### src/rtl/mem_port_arbiter.sv
// mem_port_arbiter
// Shares one req/gnt/rvalid memory port between an instruction-side master
// (m0) and a data-side master (m1). One transaction in flight at a time; the
// response is routed back to the master that issued it. A watchdog completes
// hung transactions with an error and then drains the late response.
module mem_port_arbiter #(
  parameter bit          ROUND_ROBIN = 1'b1,
  parameter int unsigned TIMEOUT     = 255
) (
  input  logic        clk,
  input  logic        reset,
  input  logic        m0_req_i,
  input  logic [31:0] m0_addr_i,
  input  logic [31:0] m0_wdata_i,
  input  logic        m0_we_i,
  input  logic [3:0]  m0_be_i,
  output logic        m0_gnt_o,
  output logic        m0_rvalid_o,
  output logic [31:0] m0_rdata_o,
  output logic        m0_error_o,
  input  logic        m1_req_i,
  input  logic [31:0] m1_addr_i,
  input  logic [31:0] m1_wdata_i,
  input  logic        m1_we_i,
  input  logic [3:0]  m1_be_i,
  output logic        m1_gnt_o,
  output logic        m1_rvalid_o,
  output logic [31:0] m1_rdata_o,
  output logic        m1_error_o,
  output logic        mem_req_o,
  output logic [31:0] mem_addr_o,
  output logic [31:0] mem_wdata_o,
  output logic        mem_we_o,
  output logic [3:0]  mem_be_o,
  input  logic        mem_gnt_i,
  input  logic        mem_rvalid_i,
  input  logic [31:0] mem_rdata_i,
  input  logic        mem_error_i,
  output logic        busy_o,
  output logic        timeout_o
);

  localparam logic [15:0] LP_TIMEOUT = 16'(TIMEOUT);
  localparam bit          LP_WD_EN   = (TIMEOUT != 32'd0);

  typedef enum logic [1:0] {
    ST_IDLE     = 2'd0,
    ST_REQ      = 2'd1,
    ST_WAIT_RSP = 2'd2,
    ST_DRAIN    = 2'd3
  } state_t;

  state_t      r_state;
  logic        r_owner;
  logic        r_last_gnt;   // master granted most recently; reset value 1 favours m0
  logic [15:0] r_cnt;
  logic [31:0] r_addr;
  logic [31:0] r_wdata;
  logic        r_we;
  logic [3:0]  r_be;

  logic        w_winner;
  logic [31:0] w_sel_addr;
  logic [31:0] w_sel_wdata;
  logic        w_sel_we;
  logic [3:0]  w_sel_be;
  logic        w_cnt_hit;
  logic        w_rsp;
  logic        w_tmo;
  logic        w_gnt;
  logic        w_rv;
  logic [31:0] w_rdata;
  logic        w_err;

  // Pick the winner among pending requests (tie: rotate or m1 fixed)
  always_comb begin
    w_winner = 1'b0;
    if (m0_req_i && m1_req_i) begin
      if (ROUND_ROBIN) begin
        w_winner = ~r_last_gnt;
      end else begin
        w_winner = 1'b1;
      end
    end else if (m1_req_i) begin
      w_winner = 1'b1;
    end else begin
      w_winner = 1'b0;
    end
  end

  // Select the attributes of the winning master for latching
  always_comb begin
    if (w_winner) begin
      w_sel_addr  = m1_addr_i;
      w_sel_wdata = m1_wdata_i;
      w_sel_we    = m1_we_i;
      w_sel_be    = m1_be_i;
    end else begin
      w_sel_addr  = m0_addr_i;
      w_sel_wdata = m0_wdata_i;
      w_sel_we    = m0_we_i;
      w_sel_be    = m0_be_i;
    end
  end

  // A real response in WAIT_RSP always beats a watchdog expiry in the same cycle
  assign w_cnt_hit = LP_WD_EN && (r_cnt == LP_TIMEOUT);
  assign w_rsp     = (r_state == ST_WAIT_RSP) && mem_rvalid_i;
  assign w_tmo     = (r_state == ST_WAIT_RSP) && !mem_rvalid_i && w_cnt_hit;
  assign w_gnt     = (r_state == ST_REQ) && mem_gnt_i;
  assign w_rv      = w_rsp || w_tmo;
  assign w_rdata   = w_rsp ? mem_rdata_i : 32'd0;
  assign w_err     = w_rsp ? mem_error_i : w_tmo;

  // Transaction FSM with latched request attributes and watchdog counter
  always_ff @(posedge clk or posedge reset) begin
    if (reset) begin
      r_state    <= ST_IDLE;
      r_owner    <= 1'b0;
      r_last_gnt <= 1'b1;
      r_cnt      <= 16'd0;
      r_addr     <= 32'd0;
      r_wdata    <= 32'd0;
      r_we       <= 1'b0;
      r_be       <= 4'd0;
    end else begin
      case (r_state)
        ST_IDLE: begin
          if (m0_req_i || m1_req_i) begin
            r_owner    <= w_winner;
            r_last_gnt <= w_winner;
            r_addr     <= w_sel_addr;
            r_wdata    <= w_sel_wdata;
            r_we       <= w_sel_we;
            r_be       <= w_sel_be;
            r_state    <= ST_REQ;
          end
        end
        ST_REQ: begin
          if (mem_gnt_i) begin
            r_cnt   <= 16'd0;
            r_state <= ST_WAIT_RSP;
          end
        end
        ST_WAIT_RSP: begin
          if (mem_rvalid_i) begin
            r_state <= ST_IDLE;
          end else if (w_cnt_hit) begin
            r_cnt   <= 16'd0;
            r_state <= ST_DRAIN;
          end else begin
            r_cnt <= r_cnt + 16'd1;
          end
        end
        ST_DRAIN: begin
          // Late response (or a second expiry) is swallowed here
          if (mem_rvalid_i || w_cnt_hit) begin
            r_cnt   <= 16'd0;
            r_state <= ST_IDLE;
          end else begin
            r_cnt <= r_cnt + 16'd1;
          end
        end
        default: begin
          r_state <= ST_IDLE;
        end
      endcase
    end
  end

  // Route grant and response to the owner; the other master sees zeros
  always_comb begin
    m0_gnt_o    = 1'b0;
    m0_rvalid_o = 1'b0;
    m0_rdata_o  = 32'd0;
    m0_error_o  = 1'b0;
    m1_gnt_o    = 1'b0;
    m1_rvalid_o = 1'b0;
    m1_rdata_o  = 32'd0;
    m1_error_o  = 1'b0;
    if (r_owner) begin
      m1_gnt_o    = w_gnt;
      m1_rvalid_o = w_rv;
      m1_rdata_o  = w_rdata;
      m1_error_o  = w_err;
    end else begin
      m0_gnt_o    = w_gnt;
      m0_rvalid_o = w_rv;
      m0_rdata_o  = w_rdata;
      m0_error_o  = w_err;
    end
  end

  assign mem_req_o   = (r_state == ST_REQ);
  assign mem_addr_o  = r_addr;
  assign mem_wdata_o = r_wdata;
  assign mem_we_o    = r_we;
  assign mem_be_o    = r_be;
  assign busy_o      = (r_state != ST_IDLE);
  assign timeout_o   = w_tmo;

endmodule

### config.mk
export PLATFORM = sky130hd
export DESIGN_NAME = mem_port_arbiter
export DESIGN_NICKNAME = d
export VERILOG_FILES = /design/src/rtl/mem_port_arbiter.sv
export SDC_FILE = /design/constraint.sdc
export NUM_CORES = 1
export LEC_CHECK = 0
export ABC_CLOCK_PERIOD_IN_PS = 3400
export BUFFER_PORTS_ARGS = -buffer_cell sky130_fd_sc_hd__buf_2
export CORE_AREA = 2 2 123 125
export CTS_CLUSTER_DIAMETER = 150
export CTS_CLUSTER_SIZE = 30
export DETAILED_ROUTE_END_ITERATION = 16
export DIE_AREA = 0 0 125 127
export HOLD_SLACK_MARGIN = 0.08
export PLACE_DENSITY_LB_ADDON = 0.12
export SYNTH_ARGS = -nofsm -noshare
export SYNTH_HDL_FRONTEND = slang
export SYNTH_SLANG_ARGS = --single-unit
### constraint.sdc
create_clock -name clk -period 3.4 [get_ports clk]
set_input_delay 0.34 -clock clk [delete_from_list [all_inputs] [get_ports clk]]
set_output_delay 0.34 -clock clk [all_outputs]
set_load 0.01 [all_outputs]
# After elaboration in Yosys (flattened, before gate mapping)
# Cells that the tools add are included.
# word_totals
ff_bits	89
in_bits	177
out_inout_bits	142
elab_cells	61
# op_classes
add_sub_neg	1
n_eq_ne	9
n_mux	27
bitwise_logic	1
n_reduce_logical	15
# op_table
op	count
32-bit two-way mux	5
16-bit two-way mux	4
16-bit one-hot mux with 3 select lines	1
16-bit by 1-bit adder with 16-bit output, second input constant	1
16-bit by 8-bit == test with 1-bit output, second input constant	1
1-bit two-way mux	10
2-bit two-way mux	5
2-bit one-hot mux with 4 select lines	1
2-bit != test, second input constant	3
1-bit logical AND	5
2-bit == test, second input constant	2
4-bit two-way mux	1
4-bit AND reduction	1
1-bit logical OR	3
3-bit != test, second input constant	1
3-bit AND reduction	1
3-bit nonzero test	1
2-bit by 1-bit == test with 1-bit output, second input constant	1
2-bit zero test	1
2-bit by 1-bit != test with 1-bit output, second input constant	1
2-bit AND reduction	1
2-bit nonzero test	1
1-bit zero test	1
1-bit NOT	1

# Logic depth before layout (Yosys ltp)
# logic_depth
word_depth	5
ltp_mapped	8
mapped_depth_nobuf	6

# Least setup slack after synthesis
# No wires, ideal clock.
# synth_path
path_kind	register to output
startpoint	reg r_cnt[14]
endpoint	out m0_error_o
arrival_time_ns	1.829
t_required_ns	3.060
path_slack_ns	1.231
stages_incl_launch_ff	5
path_buffers	0
cell_sequence	dfrtp_1 > or4_1 > nor4_4 > mux2i_1 > nor2_1
# synth_between
elab_chain_cells	4
# synth_rtl
element	line	text
start, declared	56	logic [15:0] r_cnt;
start signal, assigned	152	r_cnt <= r_cnt + 16'd1;
start signal, assigned	161	r_cnt <= r_cnt + 16'd1;
16-bit by 8-bit == test with 1-bit output	107	assign w_cnt_hit = LP_WD_EN && (r_cnt == LP_TIMEOUT);
1-bit logical AND	109	assign w_tmo = (r_state == ST_WAIT_RSP) && !mem_rvalid_i && w_cnt_hit;
1-bit two-way mux	113	assign w_err = w_rsp ? mem_error_i : w_tmo;
1-bit two-way mux	181	if (r_owner) begin
end, declared	20	output logic m0_error_o,
# Every way passes these cells.

# Worst setup path after layout
# Same ends and word-level chain as after synthesis.

==> results by group <==
Timing
  – Clock skew: 0.00671 ns
  – Pins over their slew limit: 0
  – Final min period: approximately 2.6 ns
  – Hold Fails Final Rpt: 0
  – RSZ-0062 raised after global routing: no
  – Relative slew slack: between 40% and 50%
  – Setup tns final: 0 ns
  – Fmax: 0.387 GHz
  – Tcrit/Tclk final: around 76%
  – Tightest Pin Transition: ~0.83 ns
  – Final setup vio count: 0
  – Fin worst setup slack: between 0.8 and 0.9 ns

Global routing
  – First-pass GRT wire length: about 24 mm
  – Total track usage: between 10% and 20%
  – Number of global-route vias before repair: 4586
  – Global route total overflow: 0
  – Initial antenna violation count: 1
  – Largest net degree at the start of global routing: between 100 and 150

Final layout
  – Area Overhead vs Synth: 45.2%
  – Nets: 998
  – Final Cell Area: a little under 7000 um^2
  – Layout cell share with drive strength beyond 1: around 43%
  – Layout Cells excl Fill: between 1000 and 1500
  – N_diodes: 0
  – FILL cells: between 1000 and 1500

Synthesis
  – Gate count of the mapped netlist: around 500
  – Area of the mapped netlist: about 4700 um^2
  – Yosys cell types: 38
  – Synth Flop Type: dfrtp_1
  – Yosys reg bits: just under 90
  – Sequential fraction of the synthesis area: approximately 47%
  – Yosys Warn Count: 0
  – Avg Inst Size Synth: about 9.2 um^2
  – Net count after synthesis: just under 700
  – Ys async rst share: 100%
  – Number of flops mapped to enable cells by yosys: 0

Clock network
  – Clock root cell: clkbuf_16
  – Longest Clk Path Bufs: 2
  – Worst-skew pair later-pin latency: approximately 0.35 ns
  – Clock-pin slew on the worst setup and hold paths: about 0.060 ns
  – Number of CTS-inserted buffers: 9
  – Hold_buf cts: 0
  – CTS Sinks: between 80 and 90
  – H-Tree Depth: 3
  – CTS tree: yes
  – # Post-CTS Setup Buffers: 0
  – Post-cts resize count: 0

Floorplan
  – CORE AREA: about 14000 um^2
  – Die ar.: 15900 um^2
  – Die Y: ~130 um
  – Die Wd: 125 um
  – Std-Cell Rows: 44
  – Starting Density: 32.8%
  – Io pins: 319

Critical path
  – Critical Path RT: 3.06 ns
  – Setup crit start kind: register
  – CP Class: register to output pin
  – Worst Setup SP: r_cnt[14]
  – Critical path arrival: between 2 and 2.5 ns
  – R2R cell count: 6
  – Reg-to-reg startpoint: r_cnt[14]
  – Crit. End Element: output pin
  – Critical Path Fanout Max: 10

Detailed routing
  – Vias: between 4000 and 5000
  – Final WL: around 15 mm
  – DRT iter0 DRCs: roughly 360
  – Antenna viol nets, final: 0
  – Drt drc: 0
  – Pre-Repair DR Iteration Count: 4
  – Vias/cell: about 4.7
  – Wirelength per Cell: ~15 um

Placed design
  – # port buffers: between 300 and 400
  – GP Congestion: ~0.84
  – Post-DP HPWL: ~12 mm
  – Placed cell area: ~6600 um^2
  – Cells after DPL: ~990
  – Place WS: 1.19 ns

Run status
  – Status: finished, final reports clean

Run
  – Max_cap viols: 0

Power
  – LEAKAGE: around 3.5 nW
  – P per Cell Area: roughly 720 nW/um^2
  – Peak VDD IR: 0.300 mV

Hold path
  – Hold Crit Class: input port to asynchronous set/reset pin
-- where the power goes --
group	switching (mW)	internal, mW	leakage [nW]
Clock	0.405	0.587	0.142
Sequential	0.272	1.51	1.02
Combinational	1.28	0.895	2.36
Total	1.96	3.00	3.53
-- flip-flops by register name, summed over array words and instances (netlist names) --
signal       count
mem_be_o         4
mem_we_o         1
r_cnt           16
r_last_gnt       1
mem_addr_o      32
r_state          2
r_owner          1
mem_wdata_o     32
-- critical path, cell delays in order (launching register included) --
cell and delay [ns]:
dfrtp_1 0.41, or4_1 0.61, nor4_4 0.23, buf_4 0.22, mux2i_1 0.11, nor2_1 0.15, buf_2 0.17
-- cells by family after synthesis --
family,after synthesis,synth area share [%]
buffers and inverters,39,3.10
adder cells (fa/ha/maj),1,0.265
multiplexers,72,15.2
AND/OR/NAND/NOR,203,21.4
XOR/XNOR,2,0.371
flip-flops,89,47.1
AO/OA/AOI/OAI,108,12.5
-- through the flow --
step / utilization, % / total power, mW / hold slack [ns]
2_1_floorplan: - / 3.07 / 0.403
3_3_place_gp: 45.5 / 3.98 / 0.485
3_5_place_dp: 45.5 / 4.02 / 0.504
4_1_cts: 47.6 / 5.05 / 0.157
5_1_grt: 47.6 / 5.35 / 0.202
6_report: 47.6 / 4.96 / 0.129
-- path summary, 6_finish.rpt --
check,slack [ns],endpoint
max in group asynchronous,2.57,mem_addr_o[2]
min in group clk,0.23,r_last_gnt
worst min-delay path,0.13,mem_wdata_o[0]
worst max register to register,1.33,r_cnt[15]
worst max-delay path,0.81,m0_error_o
worst min register to register,0.52,mem_we_o
-- synth_stat cells, drive strengths merged (3+ instances only) --
master / number / area [um^2]
nor3: 4 / 20.0
and2: 64 / 400
dfrtp: 88 / 2200
clkbuf: 30 / 113
mux2i: 72 / 721
nand2: 20 / 75.1
a21oi: 75 / 375
o21ai: 11 / 55.1
nor4: 3 / 33.8
inv: 7 / 26.3
nand3: 10 / 50.1
nand4: 3 / 18.8
a22o: 3 / 26.3
a31oi: 10 / 62.6
nor2: 90 / 348
-- layout by cell type (no fill, tap or decap), drive strengths merged, types with 2 or more instances in the layout --
cell and n:
a21boi 2, or3 2, or4 2, o21ai 11
nor4 3, nor2 90, dfrtp 88, a21oi 75
clkbuf 11, buf 327, nor3 4, inv 6
mux2i 72, o31ai 2, nand3 10, a22o 3
and2 64, nand2 20, nand4 3, a31oi 10
clkinv 3, clkinvlp 2
-- layer usage --
layer	part of all wire, %	vias to the layer above	GRT usage (%)
met2	51	163	31.6
met1	41	2147	23.9
met4	1.4	0	5.16
met5	0	-	0
li1	-	2374	-
met3	6.4	17	5.74
-- area by class of cell --
type	instances	area [um^2]	area share, %
clock buffers	11	243	3.54
clock inverters	5	55.1	0.802
inverters	7	27.5	0.401
multi-input cells	386	2370	34.6
flip-flops and latches	89	2230	32.5
well taps	184	230	3.35
repair buffers	327	1710	24.9
(Power assumes the default switching activity.)
